===== config.mk =====
export PLATFORM = sky130hd
export DESIGN_NAME = bin2bcd_iter
export DESIGN_NICKNAME = d
export VERILOG_FILES = /design/src/rtl/bin2bcd_iter.sv
export SDC_FILE = /design/constraint.sdc
export NUM_CORES = 1
export LEC_CHECK = 0
export ABC_AREA = 1
export CAP_MARGIN = 5
export CORE_UTILIZATION = 40
export CTS_CLUSTER_DIAMETER = 100
export DETAILED_ROUTE_END_ITERATION = 12
export HOLD_SLACK_MARGIN = 0.05
export PLACE_DENSITY = 0.61
export SYNTH_ARGS = -nofsm -noshare
export SYNTH_HDL_FRONTEND = slang
export SYNTH_SLANG_ARGS = --single-unit

===== constraint.sdc =====
create_clock -name clk -period 3.4 [get_ports clk]
set_input_delay 0.68 -clock clk [delete_from_list [all_inputs] [get_ports clk]]
set_output_delay 0.68 -clock clk [all_outputs]
set_load 0.005 [all_outputs]

===== src/rtl/bin2bcd_iter.sv =====
// bin2bcd_iter: iterative binary-to-BCD converter (shift-and-add-3, one bit per
// clock) with valid/ready handshakes, optional two's-complement input, overflow
// saturation to all nines and a leading-zero digit mask.
module bin2bcd_iter #(
  parameter int N_BITS   = 12,
  parameter int N_DIGITS = 4,
  parameter bit SIGNED   = 1'b0
) (
  input  logic                  clk,
  input  logic                  rst_n,
  input  logic                  in_valid,
  output logic                  in_ready,
  input  logic [N_BITS-1:0]     bin,
  output logic                  out_valid,
  input  logic                  out_ready,
  output logic [4*N_DIGITS-1:0] bcd,
  output logic                  neg,
  output logic                  overflow,
  output logic [N_DIGITS-1:0]   lz_mask
);

  localparam int BW = 4 * N_DIGITS;
  localparam int CW = $clog2(N_BITS + 1);

  typedef enum logic [1:0] {IDLE, CONV, DONE} state_t;

  state_t              state_q, state_d;
  logic [N_BITS-1:0]   mag_q, mag_d;
  logic [BW-1:0]       acc_q, acc_d;
  logic                ovf_q, ovf_d;
  logic                sign_q, sign_d;
  logic                nz_q, nz_d;
  logic [CW-1:0]       cnt_q, cnt_d;
  logic [BW-1:0]       bcd_q, bcd_d;
  logic                neg_q, neg_d;
  logic                ovfl_q, ovfl_d;
  logic [N_DIGITS-1:0] lz_q, lz_d;
  logic                vld_q, vld_d;

  logic                accept;
  logic                sign_in;
  logic [N_BITS-1:0]   mag_in;
  logic [BW-1:0]       adj;
  logic [BW-1:0]       acc_sh;

  // Add 3 to every digit that is 5 or more, so the following shift carries
  // correctly into the next decimal digit.
  function automatic logic [BW-1:0] add3(input logic [BW-1:0] a);
    logic [BW-1:0] r;
    r = a;
    for (int i = 0; i < N_DIGITS; i++) begin
      if (a[4*i +: 4] >= 4'd5) r[4*i +: 4] = a[4*i +: 4] + 4'd3;
    end
    return r;
  endfunction

  // Bit i set when digit i and every digit above it are zero; digit 0 is
  // always shown, so bit 0 stays clear.
  function automatic logic [N_DIGITS-1:0] lz_of(input logic [BW-1:0] b);
    logic [N_DIGITS-1:0] m;
    logic                z;
    m = '0;
    z = 1'b1;
    for (int i = N_DIGITS - 1; i >= 1; i--) begin
      z    = z && (b[4*i +: 4] == 4'd0);
      m[i] = z;
    end
    return m;
  endfunction

  assign in_ready = (state_q == IDLE) || ((state_q == DONE) && out_ready);
  assign accept   = in_valid && in_ready;

  // Magnitude of the incoming word; the most negative value maps to
  // 2^(N_BITS-1), which still fits in N_BITS unsigned bits.
  assign sign_in = SIGNED && bin[N_BITS-1];
  assign mag_in  = sign_in ? (~bin + {{(N_BITS-1){1'b0}}, 1'b1}) : bin;

  assign adj    = add3(acc_q);
  assign acc_sh = {adj[BW-2:0], mag_q[N_BITS-1]};

  // Next-state logic: conversion step, result capture and handshake control.
  always_comb begin
    state_d = state_q;
    mag_d   = mag_q;
    acc_d   = acc_q;
    ovf_d   = ovf_q;
    sign_d  = sign_q;
    nz_d    = nz_q;
    cnt_d   = cnt_q;
    bcd_d   = bcd_q;
    neg_d   = neg_q;
    ovfl_d  = ovfl_q;
    lz_d    = lz_q;
    vld_d   = vld_q;

    unique case (state_q)
      IDLE: ;
      CONV: begin
        mag_d = {mag_q[N_BITS-2:0], 1'b0};
        acc_d = acc_sh;
        // A one leaving the top digit means the value no longer fits.
        ovf_d = ovf_q | adj[BW-1];
        cnt_d = cnt_q - {{(CW-1){1'b0}}, 1'b1};
        if (cnt_q == {{(CW-1){1'b0}}, 1'b1}) begin
          state_d = DONE;
          vld_d   = 1'b1;
          bcd_d   = ovf_d ? {N_DIGITS{4'h9}} : acc_sh;
          ovfl_d  = ovf_d;
          neg_d   = sign_q && nz_q;
          lz_d    = lz_of(bcd_d);
        end
      end
      DONE: begin
        if (out_ready && !in_valid) begin
          state_d = IDLE;
          vld_d   = 1'b0;
        end
      end
      default: state_d = IDLE;
    endcase

    // Accept happens from IDLE or, back-to-back, from DONE on the handshake.
    if (accept) begin
      mag_d   = mag_in;
      sign_d  = sign_in;
      nz_d    = (bin != '0);
      acc_d   = '0;
      ovf_d   = 1'b0;
      cnt_d   = CW'(N_BITS);
      vld_d   = 1'b0;
      state_d = CONV;
    end
  end

  // State and result registers; reset aborts any conversion and clears outputs.
  always_ff @(posedge clk or negedge rst_n) begin
    if (!rst_n) begin
      state_q <= IDLE;
      mag_q   <= '0;
      acc_q   <= '0;
      ovf_q   <= 1'b0;
      sign_q  <= 1'b0;
      nz_q    <= 1'b0;
      cnt_q   <= '0;
      bcd_q   <= '0;
      neg_q   <= 1'b0;
      ovfl_q  <= 1'b0;
      lz_q    <= '0;
      vld_q   <= 1'b0;
    end else begin
      state_q <= state_d;
      mag_q   <= mag_d;
      acc_q   <= acc_d;
      ovf_q   <= ovf_d;
      sign_q  <= sign_d;
      nz_q    <= nz_d;
      cnt_q   <= cnt_d;
      bcd_q   <= bcd_d;
      neg_q   <= neg_d;
      ovfl_q  <= ovfl_d;
      lz_q    <= lz_d;
      vld_q   <= vld_d;
    end
  end

  assign out_valid = vld_q;
  assign bcd       = bcd_q;
  assign neg       = neg_q;
  assign overflow  = ovfl_q;
  assign lz_mask   = lz_q;

endmodule


==> flow_summary.ini <==
[status]
status = complete, no violations

[clocking]
clockRootBuffer = clkbuf_8
cts_tree = done
clkSlewWorstSetupHoldPaths_ns = 0.10
cts_setup_buffers = 0
ctsResizeCount = 0
hold_buffers = 0
clock_latency_ns = 0.31
clockBufferDepth = 2
cts_buffers = 5
htreeDepth = 2
cts_sinks = 56

[critical_path]
critPathArrivalTime_ns = 1.85
reg2reg_slack_ns = 1.28
critPathCaptureType = output pin
startpoint_type = input port
crit_fanout = 3
worstSetupPathType = input port to output pin
cp_data_required_time_ns = 2.72
r2r_cells = 7

[final_layout]
layout_common_cells = nand2_1, dfrtp_1, inv_1
fillers = 652
area_delta_synth_final_pct = 18.5
final_core_util = 0.502
fin_area_um2 = 3240
drive_above_1_share = 0.103
antenna_cells = 0
fin_nets = 364
final_common_cell = nand2_1

[grt]
grt_pass1_vias = 2106
grt_max_degree = 47
gr-usage-all-layers = 0.169
grt_pass1_wl_um = 9660
antenna_found_initial = 0
grt_overflow = 0

[floorplan]
fp-row-count = 29
die_h_um = 84.7
initial_core_util = 0.423
die-area_um2 = 7170
design.core.area_um2 = 6460
ios = 40
dieWidth_um = 84.7

[power]
ir_drop_uv = 376
p_seq_frac = 0.377
swShare = 0.422
p_leak_nw = 1.54
p_int_mw = 1.68
power_frac_clock = 0.131
power_switching_mw = 1.23
powerDensity_nw_per_um2 = 899
p_comb_frac = 0.493

[drt]
avgViaCountPerCell = 5.19
drc_errors = 0
ant_nets = 0
first_iter_violations = 91
route.met2.wl_um = 2530
dr.max_layer_used = met4
drtPass1Iterations = 5
met1_length_um = 2630
wl_met3_um = 192
vias = 2158
finalWirelength_um = 5440
wl_per_cell_um = 13.1

[placed_design]
pre_cts_ws_ns = 0.859
hpwl_um = 3760
gp_congestion = 0.801
placed_area_um2 = 3150
port_buffers = 37

[synthesis]
synth_seq_cells = 56
yosysSeqAreaShare = 0.512
netlist_instances = 302
synth.cell_area_um2 = 2740
ys_warn_count = 0
synth_cell_types = 32
syn_area_per_cell_um2 = 9.06

[timing]
finalSetupViolCount = 0
slew_violations = 0
worst_clock_skew_ns = 0.0132
tightestPinTransition_ns = 1.02
hold_violations = 0
fin_crit_ns = 2.53
rsz0062_at_grt = false
fin_crit_sh = 0.745
max_freq_ghz = 0.395
fin_ws_ns = 0.868
fin_setup_tns_ns = 0
max-slew-margin-rel = 0.323

[run]
maxCapViolCount = 0

[min_path]
hold_path.class = flip-flop to flip-flop
holdPathStages = 2
cell type report:
cell class / instances / area [um2] / share of cell area
multi-input combinational: 190 / 1090 / 0.338
clock buffer: 6 / 82.6 / 0.0255
timing repair buffer: 39 / 380 / 0.117
sequential: 56 / 1400 / 0.432
clock inverter: 2 / 10.0 / 0.00309
inverter: 46 / 175 / 0.0541
tap: 77 / 96.3 / 0.0297
layer usage:
metal,vias to the layer above,global-route usage
li1,1068,-
met1,1028,0.233
met2,54,0.277
met3,8,0.0236
met4,0,0.0555
met5,-,0
registers in the layout (all words and copies together), names as in the netlist:
| register | flops |
|---|---|
| ovf_q | 1 |
| state_q | 2 |
| lz_mask | 3 |
| out_valid | 1 |
| bcd | 16 |
| cnt_q | 4 |
| mag_q | 12 |
| overflow | 1 |
| acc_q | 16 |
cells in the mapped netlist, drive strengths merged:
cell type / instances / area share
inv: 46 / 0.064
nand2: 76 / 0.11
clkbuf: 1 / 0.0014
o221ai: 9 / 0.029
o21ai: 22 / 0.051
o21a: 3 / 0.0082
xor2: 2 / 0.0064
conb: 1 / 0.0014
o211ai: 3 / 0.0082
o31ai: 3 / 0.0082
nor4: 1 / 0.0023
a31oi: 3 / 0.0069
ha: 10 / 0.046
buf: 10 / 0.023
dfrtp: 56 / 0.51
a21o: 1 / 0.0027
nand4: 4 / 0.0091
nand3: 15 / 0.029
or2: 1 / 0.0023
a21oi: 3 / 0.0055
nor2: 14 / 0.034
o22ai: 18 / 0.041
kinds of logic after synthesis:
group                      count (synthesis)  share of synthesized area
xor gates and xnor gates                   2                    0.00641
other                                      1                    0.00137
AOI/OAI and AO/OA                         65                      0.161
DFF                                       56                      0.512
adders and majority gates                 10                     0.0457
and+or+nand+nor                          111                      0.184
buffers and inverters                     57                     0.0887
power by group through the flow:
stage          clock network (mW)  logic (mW)  registers [mW]
2_1_floorplan                   0        1.04            1.09
3_3_place_gp                    0        1.42            1.10
3_5_place_dp                    0        1.44            1.11
4_1_cts                     0.392        1.45            1.10
5_1_grt                     0.415        1.65            1.14
6_report                    0.381        1.44            1.10
final timing paths:
path | start | end
max in group asynchronous | rst_n | acc_q[12]$_DFFE_PN0P_
setup / recovery | out_ready | in_ready
hold / removal | lz_mask[2]$_DFFE_PN0P_ | lz_mask[2]$_DFFE_PN0P_
setup reg to reg | state_q[1]$_DFFE_PN0P_ | bcd[9]$_DFFE_PN0P_
min in group asynchronous | rst_n | cnt_q[1]$_DFFE_PN0P_
hold reg to reg | lz_mask[2]$_DFFE_PN0P_ | lz_mask[2]$_DFFE_PN0P_
through the flow:
| step | hold slack, ns | power, mW | std cells |
|---|---|---|---|
| 2_1_floorplan | 0.384 | 2.12 | 303 |
| 3_3_place_gp | 0.467 | 2.52 | 408 |
| 3_5_place_dp | 0.469 | 2.56 | 408 |
| 4_1_cts | 0.497 | 2.94 | 416 |
| 5_1_grt | 0.526 | 3.20 | 416 |
| 6_report | 0.492 | 2.91 | 416 |
critical path, stage by stage:
cell	delay (ns)
clkdlybuf4s50_1	0.45
inv_1	0.03
nand2_1	0.07
nand2_1	0.06
inv_2	0.07
clkdlybuf4s50_1	0.49
No activity file was read; power rests on OpenSTA's default activity.
==> patch (config.mk and constraints unchanged) <==
Set the parameter `N_BITS` to 6 (it was 12).
--- a/src/rtl/bin2bcd_iter.sv
+++ b/src/rtl/bin2bcd_iter.sv
@@ -2,7 +2,7 @@
 // clock) with valid/ready handshakes, optional two's-complement input, overflow
 // saturation to all nines and a leading-zero digit mask.
 module bin2bcd_iter #(
-  parameter int N_BITS   = 12,
+  parameter int N_BITS   = 6,
   parameter int N_DIGITS = 4,
   parameter bit SIGNED   = 1'b0
 ) (
Interface: changed (resized bin); port bits go from 40 to 34. The function was not compared with the original's and may differ.
==> patch against the original RTL <==
- fmax decreased by 0.78%
- final cell count fell by 5.8%
- wire length is 6.9% lower
- design area is 8.6% lower
- non-clock buffer count down 7
- clock skew down 0.0027 ns
- setup slack got worse by 0.020 ns
- area after synthesis down 8.0%
- hold slack got worse by 0.14 ns
- first-iteration DRC count rose by 13%
- sequential cell count fell by 7
- global-route usage rose by 0.33 points
- total power decreased by 0.66%
- largest power group unchanged
==> patch: results (changes against the original RTL) <==
[detailed_routing]
wl_met3_um = 197  ; +2.6%
dr.pass1.iters = 4  ; -1
first_iter_violations = 103  ; +13%
routedWlPerCell_um = 12.9  ; -1.2%
vias = 1974  ; -8.5%
met2_length_um = 2380  ; -5.9%
met1Wirelength_um = 2460  ; -6.5%
highest-signal-layer = met4

[place]
dpl-instance-area_mm2 = 0.00288  ; -8.5%
numPortBuffers = 31  ; -16%
post-place-ws_ns = 0.849  ; -0.0105 ns
gp_congestion = 0.774  ; -3.3%
dp.cells = 384  ; -5.9%

[cts]
cts.sinks = 49  ; -13%

[global_routing]
grt_max_degree = 27  ; -43%
gr-usage-met3 = 0.0348  ; +0.0112
grt_pass1_wl_um = 8600  ; -11%
track_usage = 0.173  ; +0.00330
met1_usage = 0.230  ; -0.00299
first_global_vias = 1807  ; -14%
grtUsageMet2 = 0.285  ; +0.00784

[finish]
stdcell_count = 392  ; -5.8%
largest_class = flip-flops and latches
n_fill_cell = 581  ; -11%
nonClkBufAreaFrac = 0.106  ; -0.0118
seq_share = 0.414  ; -0.0184
drive_gt1_frac = 0.117  ; +0.0135
clkbuf_count = 8  ; +2
inv_count = 41  ; -11%
multiInputCombCellCount = 187  ; -1.6%
finalNetCount = 336  ; -7.7%
signal_buffers = 32  ; -18%
clk_share = 0.0270  ; -0.00153

[setup_path]
worstPathArrival_ns = 1.87  ; +0.02 ns
cp_slowest_stage_delay_ns = 0.51  ; +0.02 ns

[synthesis]
synth_cell_type_count = 30  ; -6.3%
synth_xor_area_frac = 0.00348  ; -0.00292
synth.top_cells.by_count = nand2_1 (70), dfrtp_1 (49), inv_1 (36)
synth_cells = 284  ; -6.0%
ys_seq_area_frac = 0.487  ; -0.0250
synth_compound_area_frac = 0.143  ; -0.0178
synth_area_leaders = dfrtp_1 (49%), nand2_1 (10%), inv_1 (5.4%), ha_1 (5.0%), o22ai_1 (3.7%)

[min_path]
worstHoldPathType = in -> async

[power]
ir_drop_v = 0.000583  ; +55%
p_leak_nw = 1.43  ; -6.8%
seqPwrFrac = 0.344  ; -0.033
seq-power_w = 0.000996  ; -9%
powerDensity_mw_per_mm2 = 977  ; +8.7%
switching_power_w = 0.00128  ; +4.3%
power_clock_w = 0.000331  ; -13%

[run_status]
outcome = completed

[floorplanning]
dieArea_mm2 = 0.00661  ; -7.8%

[sta]
fin_skew_ns = 0.0105  ; -0.00274 ns
tightest_slew_ns = 0.534  ; -0.481 ns

-- patch: cell types whose count changed in the layout (fill, tap and decap cells not counted), moves of 3 or more --
cell / change
clkbuf_1: +3
clkdlybuf4s50_1: -6
dfrtp_1: -7
inv_1: -4
nand2_1: -3
nor2_1: +7
o211ai_1: -3
o221ai_1: -4
o22ai_1: -3
o31ai_1: -3
-- patch: path summary, 6_finish.rpt --
path                                                to  slack (ns)  cells past startpoint                    from
worst max register to register      bcd[1]$_DFFE_PN0P_        1.55                      7  state_q[1]$_DFFE_PN0P_
min in group clk                lz_mask[1]$_DFFE_PN0P_        0.48                      2  lz_mask[1]$_DFFE_PN0P_
worst min-delay path               bcd[10]$_DFFE_PN0P_        0.35                      1                   rst_n
max in group asynchronous         acc_q[2]$_DFFE_PN0P_        2.29                      2                   rst_n
worst min register to register  lz_mask[1]$_DFFE_PN0P_        0.48                      2  lz_mask[1]$_DFFE_PN0P_
worst max-delay path                          in_ready        0.85                      6               out_ready
